==> config.mk <==
export PLATFORM = sky130hd
export DESIGN_NAME = div_unit
export DESIGN_NICKNAME = d
export VERILOG_FILES = /design/src/rtl/div_unit.sv
export SDC_FILE = /design/constraint.sdc
export NUM_CORES = 1
export LEC_CHECK = 0
export CORE_MARGIN = 2
export CORE_UTILIZATION = 40
export CTS_CLUSTER_DIAMETER = 120
export CTS_CLUSTER_SIZE = 14
export DETAILED_ROUTE_END_ITERATION = 6
export PLACE_DENSITY_LB_ADDON = 0.12
export SLEW_MARGIN = 20
export SYNTH_ARGS = -nofsm -noshare
export SYNTH_HDL_FRONTEND = slang
export SYNTH_SLANG_ARGS = --single-unit
==> constraint.sdc <==
create_clock -name clk -period 6 [get_ports clk]
set_input_delay 1.2 -clock clk [delete_from_list [all_inputs] [get_ports clk]]
set_output_delay 1.2 -clock clk [all_outputs]
set_load 0.01 [all_outputs]
==> src/rtl/div_unit.sv <==
// rtl/div_unit.sv - iterative restoring divider for div/mod; signed path enabled by DIV_SIGNED_EN
module div_unit #(
  parameter int WIDTH = 16
) (
  input  logic             clk,
  input  logic             reset,
  input  logic             Start,
  input  logic             Signed,
  input  logic [WIDTH-1:0] Dividend,
  input  logic [WIDTH-1:0] Divisor,
  output logic [WIDTH-1:0] Quotient,
  output logic [WIDTH-1:0] Remainder,
  output logic             DivBusy,
  output logic             DivDone,
  output logic             DivByZero
);

  localparam int CW = (WIDTH > 1) ? $clog2(WIDTH) : 1;

  typedef enum logic [1:0] {IDLE, RUN, FIX, DONE} state_e;

  state_e           state_q, state_d;
  logic [WIDTH-1:0] rem_q, rem_d;     // partial remainder
  logic [WIDTH-1:0] quo_q, quo_d;     // dividend magnitude shifting out, quotient shifting in
  logic [WIDTH-1:0] dvs_q, dvs_d;     // divisor magnitude
  logic [CW-1:0]    cnt_q, cnt_d;
  logic [WIDTH-1:0] quot_q, quot_d;
  logic [WIDTH-1:0] remo_q, remo_d;
  logic             dbz_q, dbz_d;
  logic             done_q;

  // One restoring step: trial subtraction is WIDTH+1 bits wide so a borrow shows in the top bit
  logic [WIDTH:0]   shifted;
  logic [WIDTH:0]   diff;
  logic             step_ok;
  logic [WIDTH-1:0] step_rem;
  logic [WIDTH-1:0] step_quo;

  assign shifted  = {rem_q, quo_q[WIDTH-1]};
  assign diff     = shifted - {1'b0, dvs_q};
  assign step_ok  = ~diff[WIDTH];
  assign step_rem = step_ok ? diff[WIDTH-1:0] : shifted[WIDTH-1:0];
  assign step_quo = {quo_q[WIDTH-2:0], step_ok};

`ifdef DIV_SIGNED_EN
  logic qneg_q, qneg_d;   // quotient must be negated in FIX
  logic rneg_q, rneg_d;   // remainder follows the dividend sign
  logic dvd_neg, dvs_neg;

  assign dvd_neg = Signed & Dividend[WIDTH-1];
  assign dvs_neg = Signed & Divisor[WIDTH-1];
`else
  logic unused_signed;
  assign unused_signed = Signed;
`endif

  // Stall is combinational so the issuing cycle already holds the pipeline
  assign DivBusy   = ((state_q == IDLE) && Start) || (state_q == RUN) || (state_q == FIX);
  assign DivDone   = done_q;
  assign Quotient  = quot_q;
  assign Remainder = remo_q;
  assign DivByZero = dbz_q;

  // Next-state and datapath updates for the divide sequence
  always_comb begin
    state_d = state_q;
    rem_d   = rem_q;
    quo_d   = quo_q;
    dvs_d   = dvs_q;
    cnt_d   = cnt_q;
    quot_d  = quot_q;
    remo_d  = remo_q;
    dbz_d   = dbz_q;
`ifdef DIV_SIGNED_EN
    qneg_d  = qneg_q;
    rneg_d  = rneg_q;
`endif
    case (state_q)
      IDLE: begin
        if (Start) begin
          if (Divisor == '0) begin
            state_d = DONE;
            quot_d  = '1;
            remo_d  = Dividend;
            dbz_d   = 1'b1;
          end else begin
`ifdef DIV_SIGNED_EN
            quo_d  = dvd_neg ? -Dividend : Dividend;
            dvs_d  = dvs_neg ? -Divisor : Divisor;
            qneg_d = dvd_neg ^ dvs_neg;
            rneg_d = dvd_neg;
`else
            quo_d  = Dividend;
            dvs_d  = Divisor;
`endif
            rem_d   = '0;
            cnt_d   = CW'(WIDTH - 1);
            state_d = RUN;
          end
        end
      end
      RUN: begin
        rem_d = step_rem;
        quo_d = step_quo;
        if (cnt_q == '0) begin
`ifdef DIV_SIGNED_EN
          state_d = FIX;
`else
          state_d = DONE;
          quot_d  = step_quo;
          remo_d  = step_rem;
          dbz_d   = 1'b0;
`endif
        end else begin
          cnt_d = cnt_q - 1'b1;
        end
      end
`ifdef DIV_SIGNED_EN
      FIX: begin
        quot_d  = qneg_q ? -quo_q : quo_q;
        remo_d  = rneg_q ? -rem_q : rem_q;
        dbz_d   = 1'b0;
        state_d = DONE;
      end
`endif
      DONE: begin
        state_d = IDLE;
      end
      default: begin
        state_d = IDLE;
      end
    endcase
  end

  // State and result registers; reset discards any in-flight divide
  always_ff @(posedge clk) begin
    if (reset) begin
      state_q <= IDLE;
      rem_q   <= '0;
      quo_q   <= '0;
      dvs_q   <= '0;
      cnt_q   <= '0;
      quot_q  <= '0;
      remo_q  <= '0;
      dbz_q   <= 1'b0;
      done_q  <= 1'b0;
`ifdef DIV_SIGNED_EN
      qneg_q  <= 1'b0;
      rneg_q  <= 1'b0;
`endif
    end else begin
      state_q <= state_d;
      rem_q   <= rem_d;
      quo_q   <= quo_d;
      dvs_q   <= dvs_d;
      cnt_q   <= cnt_d;
      quot_q  <= quot_d;
      remo_q  <= remo_d;
      dbz_q   <= dbz_d;
      done_q  <= (state_d == DONE);
`ifdef DIV_SIGNED_EN
      qneg_q  <= qneg_d;
      rneg_q  <= rneg_d;
`endif
    end
  end

endmodule
**Word-level counts from Yosys, hierarchy flattened**

Index checks and enable logic that the tools add are counted.

- Memories kept: 0
- RAM bits: 0
- ROM bits: 0
- Bits in latches: 0
- Word-level logic and storage cells: 59
- Bits in registers: 88
- Input port bits: 36

- Multipliers: 0
- Divide/modulo/power cells: 0
- Equality and inequality tests: 8
- Shifts and indexed selects: 0
- Mux-type cells: 27
- Add/sub/neg operators: 2
- Reductions and logical operators: 11
- Order comparisons: 0
- Bitwise gates (word level): 2

Operator list:

| operator | count |
|---|---|
| 2-to-1 mux 16 bit | 11 |
| one-hot mux 16 bit (2 select lines) | 4 |
| subtractor 17 x 16 -> 17 bit | 1 |
| zero test 16 bit | 1 |
| 2-to-1 mux 4 bit | 3 |
| one-hot mux 4 bit (2 select lines) | 1 |
| AND reduction 4 bit | 2 |
| 2-to-1 mux 2 bit | 3 |
| != test 2 bit (second input constant) | 3 |
| AND reduction 3 bit | 2 |
| equality test 2 bit (second input constant) | 2 |
| zero test 4 bit | 1 |
| != test 2 x 1 -> 1 bit (second input constant) | 2 |
| one-hot mux 2 bit (2 select lines) | 1 |
| subtractor 4 x 1 -> 4 bit (second input constant) | 1 |
| 2-to-1 mux 1 bit | 3 |
| equality test 2 x 1 -> 1 bit (second input constant) | 1 |
| zero test 2 bit | 1 |
| logical OR 1 bit | 2 |
| NOT 1 bit | 2 |
| one-hot mux 1 bit (2 select lines) | 1 |
| nonzero test 2 bit | 1 |
| logical AND 1 bit | 1 |

**Logic depth before layout (Yosys ltp)**

Gate-level depths: netlist of the first run.

- Word-level depth: 5
- Depth in mapped cells: 11

**Worst setup path before layout of the first run**

OpenSTA, ideal clock, no wires.

- Kind: input-to-reg
- Start point: in Divisor[7]
- End point: reg remo_q[13], in the netlist Remainder[13]
- Stages: 9
- Buffers on the path: 2
- Setup time: 0.062 ns
- Slack: 3.280 ns
- Data arrival time: 2.657 ns
- Data required time: 5.938 ns
- Cells stage by stage: nor4_1 nand4_1 or2_1 buf_2 a21oi_2 buf_4 o21a_1 nand4_1 nand3_1

- Longest elaborated chain between the ends: 3

Ends and longest elaborated chain:

| item | line | RTL |
|---|---|---|
| from (decl) | 10 | `input logic [WIDTH-1:0] Divisor,` |
| zero test 16 bit | 81 | `if (Divisor == '0) begin` |
| != test 2 x 1 -> 1 bit (no line) | - |  |
| AND reduction 4 bit (no line) | - |  |
| to (signal assigned) | 158 | `remo_q <= remo_d;` |
| to (decl) | 28 | `logic [WIDTH-1:0] remo_q, remo_d;` |

Every way passes these cells.
A chain may end at the register's enable or synchronous reset.

**Worst setup path in the final report of the first run**

- Start point: in Divisor[2]
- End point: reg remo_q[8], in the netlist Remainder[8]

The elaborated chain is that of the path after synthesis.

==> results of run 1 <==
## layer usage
layer	vias to the layer above	GRT usage (%)	share of wire [%]
met5	-	0	0
met4	0	5.27	1.1
met3	13	3.70	4.1
met2	97	30.9	47
met1	1967	26.1	48
li1	2102	-	-
## flip-flops by register name (all words and copies together), names as in the netlist
name       flops
rem_q         16
Quotient      16
quo_q         16
dvs_q         16
Remainder     16
DivByZero      1
DivDone        1
cnt_q          4
state_q        2
## metrics by stage
step | util (%) | instance area (um2) | power, mW
6_report | 50.3 | 5710 | 2.93
2_1_floorplan | - | 4650 | 1.98
5_1_grt | 50.3 | 5710 | 3.14
3_5_place_dp | 47.6 | 5410 | 2.35
3_3_place_gp | 47.6 | 5410 | 2.32
4_1_cts | 50.3 | 5710 | 2.94
## cell usage after synthesis, types with 7 or more instances
cell and number:
o221a_2 15, a311oi_1 15, nor2_1 55, ha_1 17, dfxtp_1 88, o21ai_1 9, a21oi_1 28, nor4_1 7
inv_1 26, o21ai_0 38, nand2_1 68, clkbuf_1 20, a211oi_1 9, buf_2 8, a31oi_1 14, mux2i_1 20
## layout make-up
class / instances / share of cell area, %
multi-input combinational: 396 / 46.4
sequential: 88 / 30.8
timing repair buffer: 74 / 12.7
clock buffer: 10 / 4.01
tap: 143 / 3.13
inverter: 26 / 1.71
clock inverter: 6 / 1.31
## worst max-delay path: cells and delay by family
| kind | cells | cell delay, ns |
|---|---|---|
| compound gates | 3 | 0.92 |
| buf+inv | 2 | 0.78 |
| simple gates | 3 | 1.30 |
## where the power goes
group / leakage (nW) / internal, mW / switching [mW] / total [mW]
registers: 0.720 / 0.673 / 0.0798 / 0.753
clock network: 0.146 / 0.330 / 0.255 / 0.585
logic: 1.32 / 0.629 / 0.967 / 1.60
total: 2.18 / 1.63 / 1.30 / 2.93
## worst paths after layout
path	from	endpoint	slack (ns)	cells after the start
setup / recovery	Divisor[2]	Remainder[8]$_SDFFE_PP0P_	2.08	8
setup reg to reg	cnt_q[0]$_SDFFE_PP0P_	Remainder[8]$_SDFFE_PP0P_	3.04	8
hold reg to reg	rem_q[6]$_SDFFE_PP0P_	rem_q[6]$_SDFFE_PP0P_	0.49	2
hold / removal	rem_q[6]$_SDFFE_PP0P_	rem_q[6]$_SDFFE_PP0P_	0.49	2
## logic make-up (layout without fill, tap and decap cells)
kind of cell / Yosys count / count (layout) / share of synthesized area (%)
flops: 88 / 88 / 37.9
fa+ha+maj: 18 / 18 / 5.00
simple gates: 164 / 164 / 16.4
buf+inv: 59 / 116 / 5.30
xor+xnor: 12 / 12 / 2.26
mux: 20 / 20 / 4.30
compound gates: 182 / 182 / 28.9
==> summary.txt, run 1 <==
Detailed routing
  – Routed via count: 4,179
  – Iter 0 DRT Violations: 306
  – Wire length per cell: 16.1 um
  – First-pass iteration count of the detailed router: 5
  – Post-DRT Antenna Nets: 0
  – DRC violation count after routing: 0
  – Aggregate routed wire length: 12,000 um
  – Average via count per standard cell: 5.62

Timing
  – Count of final setup violators: 0
  – Actual transition at the worst max-transition pin: 1.02 ns
  – Smallest hold slack: 0.491 ns
  – Final clock period utilization by the worst path: 65.4%
  – Final critical delay including setup and external delays: 3.92 ns
  – RSZ-0062 raised after global routing: false
  – Skew final: 0.00481 ns
  – Setup slack after layout: 2.08 ns
  – Headroom to the max-slew limit: 32.0%
  – Max Clock Freq: 0.255 GHz
  – Final count of hold timing violations: 0
  – Final number of max-transition violations: 0
  – Setup total negative slack: 0 ns

Placement
  – Detailed placement HPWL: 8870 um
  – Worst slack after detailed placement: 1.69 ns
  – Number of buffers added on ports: 69
  – Final weighted congestion in routability-driven placement: 0.873
  – Placed Cells incl. Taps: 727

Synth
  – Area fraction of the dominant cell type after synthesis: 37.9%
  – Part of the Yosys area used for sequential elements: 37.9%
  – Number of synthesis warnings: 0
  – Top cells by area in the synthesized netlist: dfxtp_1 (38%), nand2_1 (5.5%), ha_1 (4.6%), nor2_1 (4.4%), mux2i_1 (4.3%)
  – Flip-flop and latch count after synthesis: 88
  – Async S/R FF share, synth: 0%
  – Average size of a mapped cell: 8.57 um2
  – Most instantiated flip-flop cell in the synthesis netlist: dfxtp_1
  – Number of distinct standard cells referenced by the synthesized netlist: 56
  – Net count of the mapped netlist: 597
  – Number of instances in the synthesized netlist: 543
  – Number of synthesized flops with an enable pin: 0
  – Post-Syn Area: 0.00465 mm2
  – Most area-hungry cell type in the Yosys netlist: dfxtp_1

Global routing
  – Residual overflow from global routing: 0
  – Number of antenna violations at the first check in global routing: 0
  – Maximum number of pins on one net before global-route repair: 54
  – GRT Resource Usage Total: 19.1%
  – Via count of the first global-routing pass: 3,893
  – Global-route wire length before repair: 19,500 um

Run
  – Number of maximum-capacitance constraint violations: 0

Critical path
  – Slowest cell on crit path: a21oi_2
  – Biggest cell delay along the critical path: 0.59 ns
  – Critical Path End Type: flop
  – Critical setup path kind: primary input to flop
  – Critical Path Fanout Max: 19
  – Data arrival time of the worst path: 4.19 ns
  – Crit path launch type: primary input
  – Data required time at the worst endpoint: 6.27 ns
  – Cell-by-cell trace of the critical path: clkdlybuf4s50_1 > nor4_1 > nand4_1 > or2_1 > a21oi_2 > buf_4 > o21ai_0 > a31oi_1

Layout
  – Flip-flop and latch area: 0.00176 mm2
  – Post-route insts no fill: 743
  – Combined area of the multi-input logic cells: 0.00265 mm2
  – Fraction of final layout cells with drive strength greater than 1: 9.83%
  – Most frequent standard cell in the layout excluding fill and tap cells: dfxtp_1
  – Net count, final: 649
  – Number of filler instances in the final layout: 1,128
  – Antenna diode count: 0
  – Top library cells by usage in the layout, fill and taps aside: dfxtp_1 (88), nand2_1 (68), clkdlybuf4s50_1 (68)
  – Area grow syn2layout: 22.8%

Clock network
  – Number of clock sinks: 88
  – CTS buffer count: 9
  – Clock edge transition at the registers on the reported setup and hold paths: 0.07 ns
  – Skew-Pair Late Insertion Delay: 0.34 ns
  – Buffer depth of the longest clock path: 2
  – TritonCTS clock tree: yes
  – Root Buffer Master: clkbuf_16
  – Setup Buffers After CTS: 0
  – Number of H-tree levels: 3
  – Cts repair resizes: 0
  – Cts hold-fix bufs: 0

Floorplan
  – Initial standard-cell utilization of the core: 40.9%
  – Top-level port count: 71
  – Placeable core region: 0.0114 mm2
  – Row count: 39
  – Y dimension of the die: 112 um
  – DIE WIDTH: 112 um
  – DIE AREA: 0.0125 mm2

Power and ir drop
  – Max VDD drop: 0.000304 V
  – Leakage: 2.18 nW
  – Power Dens Cells: 514 mW/mm2

Run status
  – Result of the run: complete, no violations

Min path
  – Class of the most critical hold timing path: flop to flop
Note: power is estimated with default switching activity, not from simulation.
==> run 2: changes to the inputs <==
==> constraint.sdc (replaced) <==
create_clock -name clk -period 3.6 [get_ports clk]
set_input_delay 0.72 -clock clk [delete_from_list [all_inputs] [get_ports clk]]
set_output_delay 0.72 -clock clk [all_outputs]
set_load 0.01 [all_outputs]
==> summary.txt, run 2 (same netlist as run 1, synthesis figures left out) <==
Floorplan
  – Initial standard-cell utilization of the core: 40.9% (unchanged)
  – Placeable core region: 0.0114 mm2 (unchanged)
  – Row count: 39 (unchanged)
  – Top-level port count: 71 (unchanged)
  – Y dimension of the die: 112 um (unchanged)
  – DIE WIDTH: 112 um (unchanged)
  – DIE AREA: 0.0125 mm2 (unchanged)

Clock network
  – Setup Buffers After CTS: 0 (unchanged)
  – CTS buffer count: 9 (unchanged)
  – Buffer depth of the longest clock path: 2 (unchanged)
  – Root Buffer Master: clkbuf_16
  – TritonCTS clock tree: yes
  – Cts repair resizes: 0 (unchanged)
  – Number of H-tree levels: 3 (unchanged)
  – Number of clock sinks: 88 (unchanged)
  – Clock edge transition at the registers on the reported setup and hold paths: 0.07 ns (about the same)
  – Cts hold-fix bufs: 0 (unchanged)
  – Skew-Pair Late Insertion Delay: 0.34 ns (about the same)

Placement
  – Number of buffers added on ports: 69 (unchanged)
  – Detailed placement HPWL: 9070 um (+2.2%)
  – Final weighted congestion in routability-driven placement: 0.823 (-5.7%)
  – Worst slack after detailed placement: 0.402 ns (-1.28 ns)

Global routing
  – Global-route wire length before repair: 19,800 um (+1.8%)
  – Residual overflow from global routing: 0 (unchanged)
  – Number of antenna violations at the first check in global routing: 0 (unchanged)
  – Via count of the first global-routing pass: 3,972 (+2.0%)
  – Maximum number of pins on one net before global-route repair: 53 (-1.9%)
  – GRT Resource Usage Total: 19.4% (+0.33 points)

Layout
  – Flip-flop and latch area: 0.00176 mm2 (unchanged)
  – Number of filler instances in the final layout: 1,104 (-2.1%)
  – Area grow syn2layout: 23.8%
  – Top library cells by usage in the layout, fill and taps aside: dfxtp_1 (88), nand2_1 (68), clkdlybuf4s50_1 (68)
  – Fraction of final layout cells with drive strength greater than 1: 10.7% (+0.91 points)
  – Net count, final: 654 (+0.77%)
  – Most frequent standard cell in the layout excluding fill and tap cells: dfxtp_1
  – Combined area of the multi-input logic cells: 0.00265 mm2 (unchanged)
  – Final core utilization: 50.7% (+0.41 points)
  – Antenna diode count: 0 (unchanged)

Detailed routing
  – Post-DRT Antenna Nets: 0 (unchanged)
  – First-pass iteration count of the detailed router: 4 (-1)
  – Wire length per cell: 16.4 um (+1.4%)
  – Average via count per standard cell: 5.59 (-0.60%)
  – Iter 0 DRT Violations: 229 (-25%)
  – Routed via count: 4,182 (+0.072%)
  – Aggregate routed wire length: 12,200 um (+2.1%)
  – DRC violation count after routing: 0 (unchanged)

Min path
  – Class of the most critical hold timing path: flop to flop
  – Worst Min Path Start: rem_q[10]$_SDFFE_PP0P_
  – Cell depth of the worst min-delay path: 1 (-1)
  – Endpoint of the worst hold path: rem_q[10]$_SDFFE_PP0P_

Critical path
  – Cell-by-cell trace of the critical path: inv_1 > ha_1 > inv_1 > fa_1 > a211oi_2 > o21ai_1 > o21a_4 > nor3_4 > nor2_8 > mux2i_1 > o32ai_1
  – Data arrival time of the worst path: 3.10 ns (-1.09 ns)
  – Biggest cell delay along the critical path: 0.42 ns (-0.17 ns)
  – Slowest cell on crit path: fa_1
  – Cell family with the largest share of critical-path delay: compound AO/OA/AOI/OAI gates
  – Cell type with the highest occurrence count on the critical path: inv_1
  – Critical Path Fanout Max: 6 (-13)
  – Critical setup path kind: flop to flop
  – Reg-to-reg startpoint: quo_q[15]$_SDFFE_PP0P_
  – Crit path launch type: flop
  – Register-to-register setup slack: 0.70 ns (-2.34 ns)
  – CP Buf/Inv Count: 2 (unchanged)
  – Worst flop-to-flop path endpoint: Remainder[14]$_SDFFE_PP0P_
  – Data required time at the worst endpoint: 3.80 ns (-2.47 ns)
  – Critical Path End Type: flop
  – Number of cells on the worst reg-to-reg path: 11 (+3)

Timing
  – Setup slack after layout: 0.698 ns (-1.38 ns)
  – Final count of hold timing violations: 0 (unchanged)
  – Actual transition at the worst max-transition pin: 0.602 ns (-0.417 ns)
  – Max Clock Freq: 0.345 GHz
  – Smallest hold slack: 0.487 ns (-0.00457 ns)
  – Final clock period utilization by the worst path: 80.6%
  – Headroom to the max-slew limit: 59.8% (+28 points)
  – Final number of max-transition violations: 0 (unchanged)
  – Count of final setup violators: 0 (unchanged)
  – Setup total negative slack: 0 ns (unchanged)
  – Skew final: 0.00653 ns (+0.00172 ns)
  – Final critical delay including setup and external delays: 2.90 ns
  – RSZ-0062 raised after global routing: false

Run status
  – Result of the run: complete, no violations

Power and ir drop
  – Power Dens Cells: 855 mW/mm2 (+67%)
  – Leakage: 2.21 nW (+1.2%)
  – Total power: 4.93 mW (+68%)
  – Max VDD drop: 0.000403 V (+33%)

Run
  – Number of maximum-capacitance constraint violations: 0 (unchanged)
[run 2: changes by cell type in the layout (fill, tap and decap cells not counted), sizes merged]
cell,delta
clkinvlp,+1
buf,+5
inv,-1
[run 2: report_power, final]
group / internal, mW / switching, mW
Clock: 0.566 / 0.418
Sequential: 1.12 / 0.132
Combinational: 1.05 / 1.64
Total: 2.74 / 2.19
[run 2: through the flow]
step                      instance area (um2)  cells
after CTS                                5760    748
after detailed placement                 5450    732
final                                    5760    748
after global routing                     5760    748
after floorplan                          4650    543
after global placement                   5450    732
[run 2: worst max path at each step]
| stage | from | end | slack [ns] | depth (start not counted) |
|---|---|---|---|---|
| after floorplan | quo_q[15]$_SDFFE_PP0P_ | Remainder[14]$_SDFFE_PP0P_ | 1.15 | 11 |
| after global placement | Divisor[15] | Remainder[1]$_SDFFE_PP0P_ | 0.41 | 8 |
| after detailed placement | Divisor[15] | Remainder[1]$_SDFFE_PP0P_ | 0.40 | 8 |
| after CTS | quo_q[15]$_SDFFE_PP0P_ | Remainder[14]$_SDFFE_PP0P_ | 0.73 | 11 |
| after global routing | quo_q[15]$_SDFFE_PP0P_ | Remainder[14]$_SDFFE_PP0P_ | 0.54 | 11 |
| final | quo_q[15]$_SDFFE_PP0P_ | Remainder[14]$_SDFFE_PP0P_ | 0.70 | 11 |
[run 2: area by class of cell]
cell class              count  area share (%)
inverters                  26            1.69
repair buffers             79            13.2
well taps                 143            3.11
clock buffers              10            4.15
clock inverters             6            1.28
flip-flops and latches     88            30.6
multi-input cells         396            46.0
[run 2: layer usage]
| metal | track usage (%) | up-vias | wire (um) |
|---|---|---|---|
| li1 | - | 2104 | - |
| met1 | 25.4 | 1969 | 5900 |
| met2 | 32.6 | 97 | 5700 |
| met3 | 4.25 | 12 | 491 |
| met4 | 5.27 | 0 | 146 |
| met5 | 0 | - | 0 |
